`src/rtl/uart_pkg.sv`:
```
// Shared definitions for the memory-mapped UART transmitter: register offsets,
// STATUS bit positions, transmitter states and the divisor clamp.
package uart_pkg;

  localparam logic [3:0] OFF_TXDATA  = 4'h0;
  localparam logic [3:0] OFF_STATUS  = 4'h4;
  localparam logic [3:0] OFF_DIVISOR = 4'h8;

  localparam int ST_FULL      = 0;
  localparam int ST_EMPTY     = 1;
  localparam int ST_BUSY      = 2;
  localparam int ST_OVERFLOW  = 3;
  localparam int ST_COUNT_LSB = 8;

  typedef enum logic [1:0] {IDLE, START, DATA, STOP} tx_state_t;

  // A bit period shorter than two clocks would not leave room for the reload.
  function automatic logic [15:0] eff_div(input logic [15:0] d);
    return (d < 16'd2) ? 16'd2 : d;
  endfunction

endpackage

```
`src/rtl/mmio_uart_tx_if.sv`:
```
// CPU data-bus view of the UART: write strobe, address and data in, combinational read data and select out.
interface mmio_uart_tx_if;
  logic        mem_write;
  logic [31:0] data_adr;
  logic [31:0] write_data;
  logic [31:0] read_data;
  logic        sel;

  modport master (output mem_write, data_adr, write_data, input read_data, sel);
  modport slave  (input mem_write, data_adr, write_data, output read_data, sel);
endinterface

```
`src/rtl/mmio_uart_tx_sync_fifo.sv`:
```
// Single-clock FIFO with combinational read of the head entry.
// A push while full is taken only if a pop frees the slot in the same cycle.
module sync_fifo #(
  parameter int WIDTH = 8,
  parameter int DEPTH = 8,
  localparam int AW = $clog2(DEPTH)
) (
  input  logic             clock,
  input  logic             reset,
  input  logic             push,
  input  logic             pop,
  input  logic [WIDTH-1:0] wdata,
  output logic [WIDTH-1:0] rdata,
  output logic             full,
  output logic             empty,
  output logic [AW:0]      count
);

  logic [WIDTH-1:0] mem [DEPTH];
  logic [AW-1:0]    wr_ptr;
  logic [AW-1:0]    rd_ptr;
  logic             do_push;
  logic             do_pop;

  assign full    = (count == (AW+1)'(DEPTH));
  assign empty   = (count == '0);
  assign do_pop  = pop && !empty;
  assign do_push = push && (!full || do_pop);
  assign rdata   = mem[rd_ptr];

  always_ff @(posedge clock or posedge reset) begin
    if (reset) begin
      wr_ptr <= '0;
      rd_ptr <= '0;
      count  <= '0;
    end else begin
      if (do_push) wr_ptr <= wr_ptr + 1'b1;
      if (do_pop)  rd_ptr <= rd_ptr + 1'b1;
      count <= count + (AW+1)'(do_push) - (AW+1)'(do_pop);
    end
  end

  // Storage is not reset; the pointers and count alone define the contents.
  always_ff @(posedge clock) begin
    if (do_push) mem[wr_ptr] <= wdata;
  end

endmodule

```
`src/rtl/mmio_uart_tx.sv`:
```
// Memory-mapped 8N1 UART transmitter: three-word register window on the CPU
// data bus, a TX FIFO, and a baud-paced state machine driving a registered tx line.
module mmio_uart_tx
  import uart_pkg::*;
#(
  parameter logic [31:0] BASE_ADDR    = 32'hFFFFFF00,
  parameter int          CLKS_PER_BIT = 868,
  parameter int          FIFO_DEPTH   = 8
) (
  input  logic            clock,
  input  logic            reset,
  mmio_uart_tx_if.slave   bus,
  output logic            tx
);

  localparam int CW = $clog2(FIFO_DEPTH) + 1;

  logic [29:0]   word_off;
  logic [3:0]    reg_off;
  logic          wr_txdata;
  logic          wr_status;
  logic          wr_divisor;
  logic [15:0]   divisor;
  logic [15:0]   reload;
  logic          overflow;
  logic [31:0]   status_word;

  logic          fifo_pop;
  logic          fifo_full;
  logic          fifo_empty;
  logic [7:0]    fifo_rdata;
  logic [CW-1:0] fifo_count;

  tx_state_t     state, state_next;
  logic [15:0]   baud_cnt, baud_next;
  logic [2:0]    bit_idx, bit_next;
  logic [7:0]    shift, shift_next;
  logic          tx_next;

  logic          unused_bits;
  assign unused_bits = ^{bus.data_adr[1:0], bus.write_data[31:16]};

  // Offset 0xC lies in the aligned window but is not a register, so it is not selected.
  assign word_off   = bus.data_adr[31:2] - BASE_ADDR[31:2];
  assign bus.sel    = (word_off < 30'd3);
  assign reg_off    = {word_off[1:0], 2'b00};
  assign wr_txdata  = bus.mem_write && bus.sel && (reg_off == OFF_TXDATA);
  assign wr_status  = bus.mem_write && bus.sel && (reg_off == OFF_STATUS);
  assign wr_divisor = bus.mem_write && bus.sel && (reg_off == OFF_DIVISOR);

  // A divisor written on the same edge as a bit boundary already paces the next bit.
  assign reload = eff_div(wr_divisor ? bus.write_data[15:0] : divisor) - 16'd1;

  always_comb begin
    status_word                        = '0;
    status_word[ST_FULL]               = fifo_full;
    status_word[ST_EMPTY]              = fifo_empty;
    status_word[ST_BUSY]               = (state != IDLE);
    status_word[ST_OVERFLOW]           = overflow;
    status_word[ST_COUNT_LSB +: 4]     = 4'(fifo_count);
  end

  always_comb begin
    bus.read_data = '0;
    if (bus.sel) begin
      case (reg_off)
        OFF_STATUS:  bus.read_data = status_word;
        OFF_DIVISOR: bus.read_data = {16'b0, divisor};
        default:     bus.read_data = '0;
      endcase
    end
  end

  always_ff @(posedge clock or posedge reset) begin
    if (reset) begin
      divisor  <= 16'(CLKS_PER_BIT);
      overflow <= 1'b0;
    end else begin
      if (wr_divisor) divisor <= bus.write_data[15:0];
      if (wr_status)
        overflow <= 1'b0;
      else if (wr_txdata && fifo_full && !fifo_pop)
        overflow <= 1'b1;
    end
  end

  sync_fifo #(.WIDTH(8), .DEPTH(FIFO_DEPTH)) u_fifo (
    .clock (clock),
    .reset (reset),
    .push  (wr_txdata),
    .pop   (fifo_pop),
    .wdata (bus.write_data[7:0]),
    .rdata (fifo_rdata),
    .full  (fifo_full),
    .empty (fifo_empty),
    .count (fifo_count)
  );

  always_ff @(posedge clock or posedge reset) begin
    if (reset) begin
      state    <= IDLE;
      baud_cnt <= '0;
      bit_idx  <= '0;
      shift    <= '0;
      tx       <= 1'b1;
    end else begin
      state    <= state_next;
      baud_cnt <= baud_next;
      bit_idx  <= bit_next;
      shift    <= shift_next;
      tx       <= tx_next;
    end
  end

  // tx_next is the line level for the cycle after this edge, so tx is glitch-free.
  always_comb begin
    state_next = state;
    baud_next  = baud_cnt;
    bit_next   = bit_idx;
    shift_next = shift;
    tx_next    = tx;
    fifo_pop   = 1'b0;
    case (state)
      IDLE: begin
        tx_next = 1'b1;
        if (!fifo_empty) begin
          fifo_pop   = 1'b1;
          shift_next = fifo_rdata;
          baud_next  = reload;
          tx_next    = 1'b0;
          state_next = START;
        end
      end
      START: begin
        if (baud_cnt == '0) begin
          state_next = DATA;
          bit_next   = '0;
          baud_next  = reload;
          tx_next    = shift[0];
        end else begin
          baud_next = baud_cnt - 16'd1;
        end
      end
      DATA: begin
        if (baud_cnt == '0) begin
          baud_next = reload;
          if (bit_idx == 3'd7) begin
            state_next = STOP;
            tx_next    = 1'b1;
          end else begin
            bit_next   = bit_idx + 3'd1;
            shift_next = shift >> 1;
            tx_next    = shift[1];
          end
        end else begin
          baud_next = baud_cnt - 16'd1;
        end
      end
      STOP: begin
        if (baud_cnt == '0) begin
          if (!fifo_empty) begin
            fifo_pop   = 1'b1;
            shift_next = fifo_rdata;
            baud_next  = reload;
            tx_next    = 1'b0;
            state_next = START;
          end else begin
            tx_next    = 1'b1;
            state_next = IDLE;
          end
        end else begin
          baud_next = baud_cnt - 16'd1;
        end
      end
      default: state_next = IDLE;
    endcase
  end

endmodule

```
`src/flat_wrapper.sv`:
```
// flat-port wrapper written by rule: the top's interface ports become plain ports
module mmio_uart_tx_flat import uart_pkg::*;
#(
  parameter logic [31:0] BASE_ADDR    = 32'hFFFFFF00,
  parameter int          CLKS_PER_BIT = 868,
  parameter int          FIFO_DEPTH   = 8
)
  (clock, reset, tx, bus_mem_write, bus_data_adr, bus_write_data, bus_read_data, bus_sel);
  mmio_uart_tx_if bus_i ();
  input  logic clock;
  input  logic reset;
  output logic tx;
  input wire logic [$bits(bus_i.mem_write)-1:0] bus_mem_write;
  input wire logic [$bits(bus_i.data_adr)-1:0] bus_data_adr;
  input wire logic [$bits(bus_i.write_data)-1:0] bus_write_data;
  output wire logic [$bits(bus_i.read_data)-1:0] bus_read_data;
  output wire logic [$bits(bus_i.sel)-1:0] bus_sel;
  assign bus_i.mem_write = bus_mem_write;
  assign bus_i.data_adr = bus_data_adr;
  assign bus_i.write_data = bus_write_data;
  assign bus_read_data = bus_i.read_data;
  assign bus_sel = bus_i.sel;
  mmio_uart_tx #(.BASE_ADDR(BASE_ADDR), .CLKS_PER_BIT(CLKS_PER_BIT), .FIFO_DEPTH(FIFO_DEPTH)) u_core (.clock(clock), .reset(reset), .bus(bus_i), .tx(tx));
endmodule
```
`config.mk`:
```
export PLATFORM = sky130hd
export DESIGN_NAME = mmio_uart_tx_flat
export DESIGN_NICKNAME = d
export VERILOG_FILES = /design/src/rtl/uart_pkg.sv /design/src/rtl/mmio_uart_tx_if.sv /design/src/rtl/mmio_uart_tx_sync_fifo.sv /design/src/rtl/mmio_uart_tx.sv /design/src/flat_wrapper.sv
export SDC_FILE = /design/constraint.sdc
export NUM_CORES = 1
export LEC_CHECK = 0
export CORE_AREA = 2 2 157 159
export DETAILED_ROUTE_END_ITERATION = 10
export DIE_AREA = 0 0 159 161
export PLACE_DENSITY_LB_ADDON = 0.05
export SLEW_MARGIN = 25
export SYNTH_ARGS = -nofsm -noshare
export SYNTH_HDL_FRONTEND = slang
export SYNTH_HIERARCHICAL = 1
export SYNTH_SLANG_ARGS = --single-unit
```
`constraint.sdc`:
```
create_clock -name clock -period 7 [get_ports clock]
set_input_delay 2.1 -clock clock [delete_from_list [all_inputs] [get_ports clock]]
set_output_delay 2.1 -clock clock [all_outputs]
set_load 0.02 [all_outputs]
```
### Yosys cells after proc, flatten, opt, wreduce, memory -nomap -nowiden

Memories as Yosys holds them, arrays and structs flattened.
Cells that the tools add are included.

* add/subtract/negate cells: 8
* multiply operators: 0
* divide/modulo/power cells: 0
* $lt $le $gt $ge: 2
* eq/ne operators: 13
* shift operators: 0
* muxes and demuxes: 37
* bitwise logic cells: 0
* reductions and logical operators: 25

Operators with widths (count)
* 16-bit 2-to-1 mux: 5
* 16-bit case mux with 3 select lines: 1
* 32-bit 2-to-1 mux: 1
* 8-bit 2-to-1 mux: 4
* 16-bit case mux with 2 select lines: 1
* 16-bit by 1-bit subtractor with 16-bit output (second input constant): 2
* 30-bit by 2-bit < comparator with 1-bit output (second input constant): 1
* 30-bit subtractor (second input constant): 1
* 8-bit case mux with 3 select lines: 1
* 16-bit zero test: 1
* 16-bit by 2-bit < comparator with 1-bit output (second input constant): 1
* 1-bit 2-to-1 mux: 12
* 2-bit 2-to-1 mux: 5
* 3-bit by 1-bit adder with 3-bit output (second input constant): 3
* 3-bit 2-to-1 mux: 3
* 1-bit logical AND: 8
* 4-bit zero test: 2
* 2-bit by 1-bit inequality test with 1-bit output (second input constant): 4
* 2-bit case mux with 4 select lines: 1
* 4-bit AND reduction: 2
* 2-bit equality test (second input constant): 3
* 3-bit case mux with 2 select lines: 1
* 2-bit nonzero test: 3
* 5-bit AND reduction: 1
* other kinds (14): 18

* flip-flop bits (word level): 57
* latch bits: 0
* memory bits (writable): 64
* bits in read-only memories: 0
* input port bits: 67
* logic and storage cells: 96
* memories kept: 1

Memories
* u_core.u_fifo.mem: words 8, bits a word 8, read ports 1, clocked after Yosys merged registers in 0, write ports 1, RTL line mmio_uart_tx_sync_fifo.sv:19 `logic [WIDTH-1:0] mem [DEPTH];`

### Depth between registers and ports, before layout

* word-level depth: 11
* depth in mapped cells: 17
* gate-level depth less buffers: 16

### Hierarchy

The synthesis kept the hierarchy.

Modules (own cells, without submodules)
* mmio_uart_tx: times used 1, cells an instance 479, area an instance 3956.3 µm², seq. area each 1183.6 µm²
* sync_fifo: times used 1, cells an instance 156, area an instance 3101.7 µm², seq. area each 2172.1 µm²

### Least setup slack after synthesis

No wires, ideal clock.

* path type: in2out
* start: input bus_data_adr[11]
* end: output bus_read_data[12]
* data arrival time: 4516 ps
* data required time: 4900 ps
* slack: 384 ps
* stages: 7
* path buffers: 1
* cell sequence: nand4_2 > or4_4 > o41a_1 > or3_1 > nor3_1 > clkbuf_1 > and3_1

* word-level cells in the longest chain between the ends: 3

Ends and longest elaborated chain
* from (decl): RTL line flat_wrapper.sv:14 `input wire logic [$bits(bus_i.data_adr)-1:0] bus_data_adr;`
* 30-bit subtractor: RTL line mmio_uart_tx.sv:44 `assign word_off = bus.data_adr[31:2] - BASE_ADDR[31:2];`
* 30-bit by 2-bit < comparator with 1-bit output: RTL line mmio_uart_tx.sv:45 `assign bus.sel = (word_off < 30'd3);`
* named net bus_sel: RTL line flat_wrapper.sv:17 `output wire logic [$bits(bus_i.sel)-1:0] bus_sel;`
* 32-bit 2-to-1 mux: RTL line mmio_uart_tx.sv:65 `if (bus.sel) begin`
* to (decl): RTL line flat_wrapper.sv:16 `output wire logic [$bits(bus_i.read_data)-1:0] bus_read_data;`

The timed path passes the listed nets, and every way through them passes these cells.

### Worst setup path in the final report

* start: input bus_data_adr[11]
* end: output bus_read_data[8]

* word-level cells in the longest chain between the ends: 3

Ends and longest elaborated chain (RTL line)
* 30-bit subtractor: mmio_uart_tx.sv:44
* 30-bit by 2-bit < comparator with 1-bit output: mmio_uart_tx.sv:45
* 32-bit 2-to-1 mux: mmio_uart_tx.sv:65

No other way between the ends.

==> flow_summary_export.csv <==
group,metric,value,unit
outcome,status,"finished, final reports clean",
logic_synthesis,synthXorXnorAreaFrac,0.0397,
critical_path,cp-end-kind,"output pin",
cts,htreeDepth,4,
critical_path,crit_fanout,3,
cts,clk_latency,420,ps
sta,period_minus_slack,6860,ps
sta,tightest_slew,973,ps
floorplan,start_util,0.295,
placed_design,gp_congestion,0.807,
detailed_routing,drt_iter0_markers,319,
pwr,p_per_area,200,nW/um^2
logic_synthesis,netlist_area,7060,um^2
cts,clockBufferDepth,2,
finish,syn_to_final_growth,25.4,%
logic_synthesis,synth-seq-area-share,0.475,
critical_path,worstPathArrival,4760,ps
global_routing,overflow,0,
sta,period_share,0.980,
critical_path,cp_slowest_cell,"or4_4",
pwr,ir_drop,0.000146,V
min_path,hp-class,"flop to flop",
finish,nFillCells,2420,
finish,nNetsFinal,828,
logic_synthesis,yosys.area.top_type,"edfxtp_1",
sta,timing.final.hold_violations,0,
detailed_routing,routedWlPerCell,17.8,um
global_routing,grt_pass1_vias,5523,
sta,maxSlewHeadroom,0.351,
floorplan,die_area,25600,um^2
sta,final-setup-viol-count,0,
sta,skew,8.02,ps
logic_synthesis,synth-seq-cells,121,
logic_synthesis,synthCells,635,
global_routing,antenna_found_initial,0,
finish,multi_input_area,3450,um^2
floorplan,pin_count,101,
sta,clock.fmax,146,MHz
global_routing,grt_max_degree,48,
floorplan,core,24000,um^2
logic_synthesis,synth_top_area_frac,0.272,
logic_synthesis,ys_types,71,
critical_path,path_cells,"clkdlybuf4s50_1 -> nand4_2 -> or4_4 -> o41a_1 -> or3_4 -> nor3_4 -> nand2_2 -> buf_4 -> nor2_1 -> buf_2",
cts,cts_setup_buffers,0,
global_routing,grt_pass1_wl,30.9,mm
sta,rsz0062_at_grt,"false",
logic_synthesis,synth.area.top_cells,"edfxtp_1 27%, dfrtp_1 18%, mux4_1 6.0%",
finish,finish.utilization,0.369,
logic_synthesis,yosys_warnings,6,
floorplan,chipWidth,159,um
finish,drive_above_1_share,0.201,
placed_design,post-place-ws,-552,ps
finish,antennaDiodeCount,0,
pwr,finalPower,1770,uW
logic_synthesis,synth_top_family_by_area,"simple AND/OR/NAND/NOR gates",
cts,numCtsBuffers,17,
critical_path,critPathLaunchType,"input pin",
logic_synthesis,synth_flop_cell,"edfxtp_1",
detailed_routing,drt_wl_total,19.2,mm
critical_path,cp.required,4900,ps
placed_design,port_buffers,66,
placed_design,hpwl,14.0,mm
sta,slew_viol_final,0,
logic_synthesis,yosys.area_share.simple,0.152,
logic_synthesis,synth_fa_ha_area_frac,0.0365,
finish,register_area,3360,um^2
cts,cts.sinks,121,
detailed_routing,drc,0,
logic_synthesis,synth_edf_count,64,
global_routing,grt_use_total,0.157,
flow_run,drv_cap,0,
detailed_routing,num_vias,5324,
critical_path,slowest_delay,550,ps
logic_synthesis,synth_mux_area_frac,0.130,
sta,holdWs,511,ps
floorplan,row_count,57,
logic_synthesis,synth-compound-area-share,0.117,
detailed_routing,firstDrtPassIters,4,
detailed_routing,ant_nets,0,
pwr,power_leakage,0.00358,uW
cts,root_buffer,"clkbuf_16",
critical_path,critical_path_class,"input pin to output pin",
floorplan,die_h,161,um
logic_synthesis,avgSynthCellArea,11.1,um^2
detailed_routing,via_per_inst,4.94,
logic_synthesis,synthArstFlopShare,0.471,
cts,cts_tree,"built",
cts,path_clk_slew,50,ps
sta,setup_slack,142,ps
sta,setup_tns,0,ps
[Yosys cell counts, types with 17 or more instances]
| library cell | count |
|---|---|
| nor2_1 | 65 |
| edfxtp_1 | 64 |
| dfrtp_1 | 51 |
| a21oi_1 | 38 |
| nand2_1 | 35 |
| o21ai_0 | 28 |
| mux2_2 | 27 |
| inv_1 | 23 |
| xnor2_1 | 20 |
| ha_1 | 19 |
| mux2i_1 | 19 |
| nor3_1 | 19 |
| clkbuf_1 | 17 |
[final timing paths]
kind                                                     from                                to  slack, ps  cells after the start
worst min register to register  u_core/bit_idx[2]$_DFFE_PP0P_     u_core/bit_idx[2]$_DFFE_PP0P_        510                      1
worst max register to register   u_core/baud_cnt[0]$_DFF_PP0_  u_core/u_fifo/count[3]$_DFF_PP0_       2580                     14
worst max-delay path                         bus_data_adr[11]                  bus_read_data[8]        140                     10
worst min-delay path            u_core/bit_idx[2]$_DFFE_PP0P_     u_core/bit_idx[2]$_DFFE_PP0P_        510                      1
max in group asynchronous                               reset      u_core/baud_cnt[1]$_DFF_PP0_       4300                      3
min in group asynchronous                               reset  u_core/u_fifo/count[1]$_DFF_PP0_       2070                      2
[where the power goes]
| part | total, uW | internal [uW] | switching, uW |
|---|---|---|---|
| sequential | 769 | 760 | 8.82 |
| clock | 862 | 524 | 338 |
| combinational | 144 | 65.9 | 78.0 |
[cells in the final DEF, fill, tap and decap left out, types with 8 or more instances in the layout]
cell	netlist	layout
edfxtp_1	64	64
nor2_1	65	62
dfrtp_1	51	51
clkdlybuf4s50_1	0	49
buf_4	16	49
a21oi_1	38	38
nand2_1	35	34
o21ai_0	28	28
mux2_2	27	27
inv_1	23	22
xnor2_1	20	20
mux2i_1	19	19
ha_1	19	19
nor3_1	19	18
clkbuf_16	0	17
conb_1	1	16
mux4_1	16	16
and3_1	12	12
xor2_1	12	12
nor4_1	12	12
buf_2	4	11
or3_1	12	11
a22oi_1	11	11
or4_1	8	8
[cell families after synthesis]
group	Yosys count
fa+ha+maj	20
simple gates	205
flops	121
buf+inv	66
mux	62
xor+xnor	32
other cells	1
compound gates	128
[flip-flops by register name, summed over array words and instances, names as in the netlist, 2 cells and up]
signal,flops
u_core/baud_cnt,16
u_core/bit_idx,3
u_core/divisor,16
u_core/shift,8
u_core/state,2
u_core/u_fifo/count,4
u_core/u_fifo/mem,64
u_core/u_fifo/rd_ptr,3
u_core/u_fifo/wr_ptr,3
[routing by layer]
| metal | vias to the layer above | share of wire | global-route usage |
|---|---|---|---|
| met5 | - | 0 | 0 |
| met4 | 0 | 0.016 | 0.0471 |
| met3 | 25 | 0.038 | 0.0344 |
| met2 | 121 | 0.49 | 0.264 |
| met1 | 2604 | 0.46 | 0.203 |
| li1 | 2574 | - | - |
[critical path: cells and delay by family]
kind | cells | cell delay (ps)
buffers and inverters | 3 | 790
AOI/OAI and AO/OA | 1 | 420
and+or+nand+nor | 6 | 1430
[final cells by class]
cell class              count  share of cell area
clock buffers              17              0.0480
clock inverters            14              0.0167
inverters                  23             0.00975
multi-input cells         463               0.390
flip-flops and latches    121               0.379
well taps                 324              0.0458
repair buffers            115               0.111
[timing repair]
item	CTS	global route
hold buffers	0	0
pin swaps	1	3
setup endpoints to repair	17	15
resized for setup	59	25
[through the flow]
stage / std cells / instance area, um^2
6_report: 1077 / 8850
5_1_grt: 1077 / 8850
4_1_cts: 1077 / 8860
3_5_place_dp: 1046 / 8290
3_3_place_gp: 1046 / 8290
2_1_floorplan: 650 / 7110
Note: power is estimated with default switching activity, not from simulation.
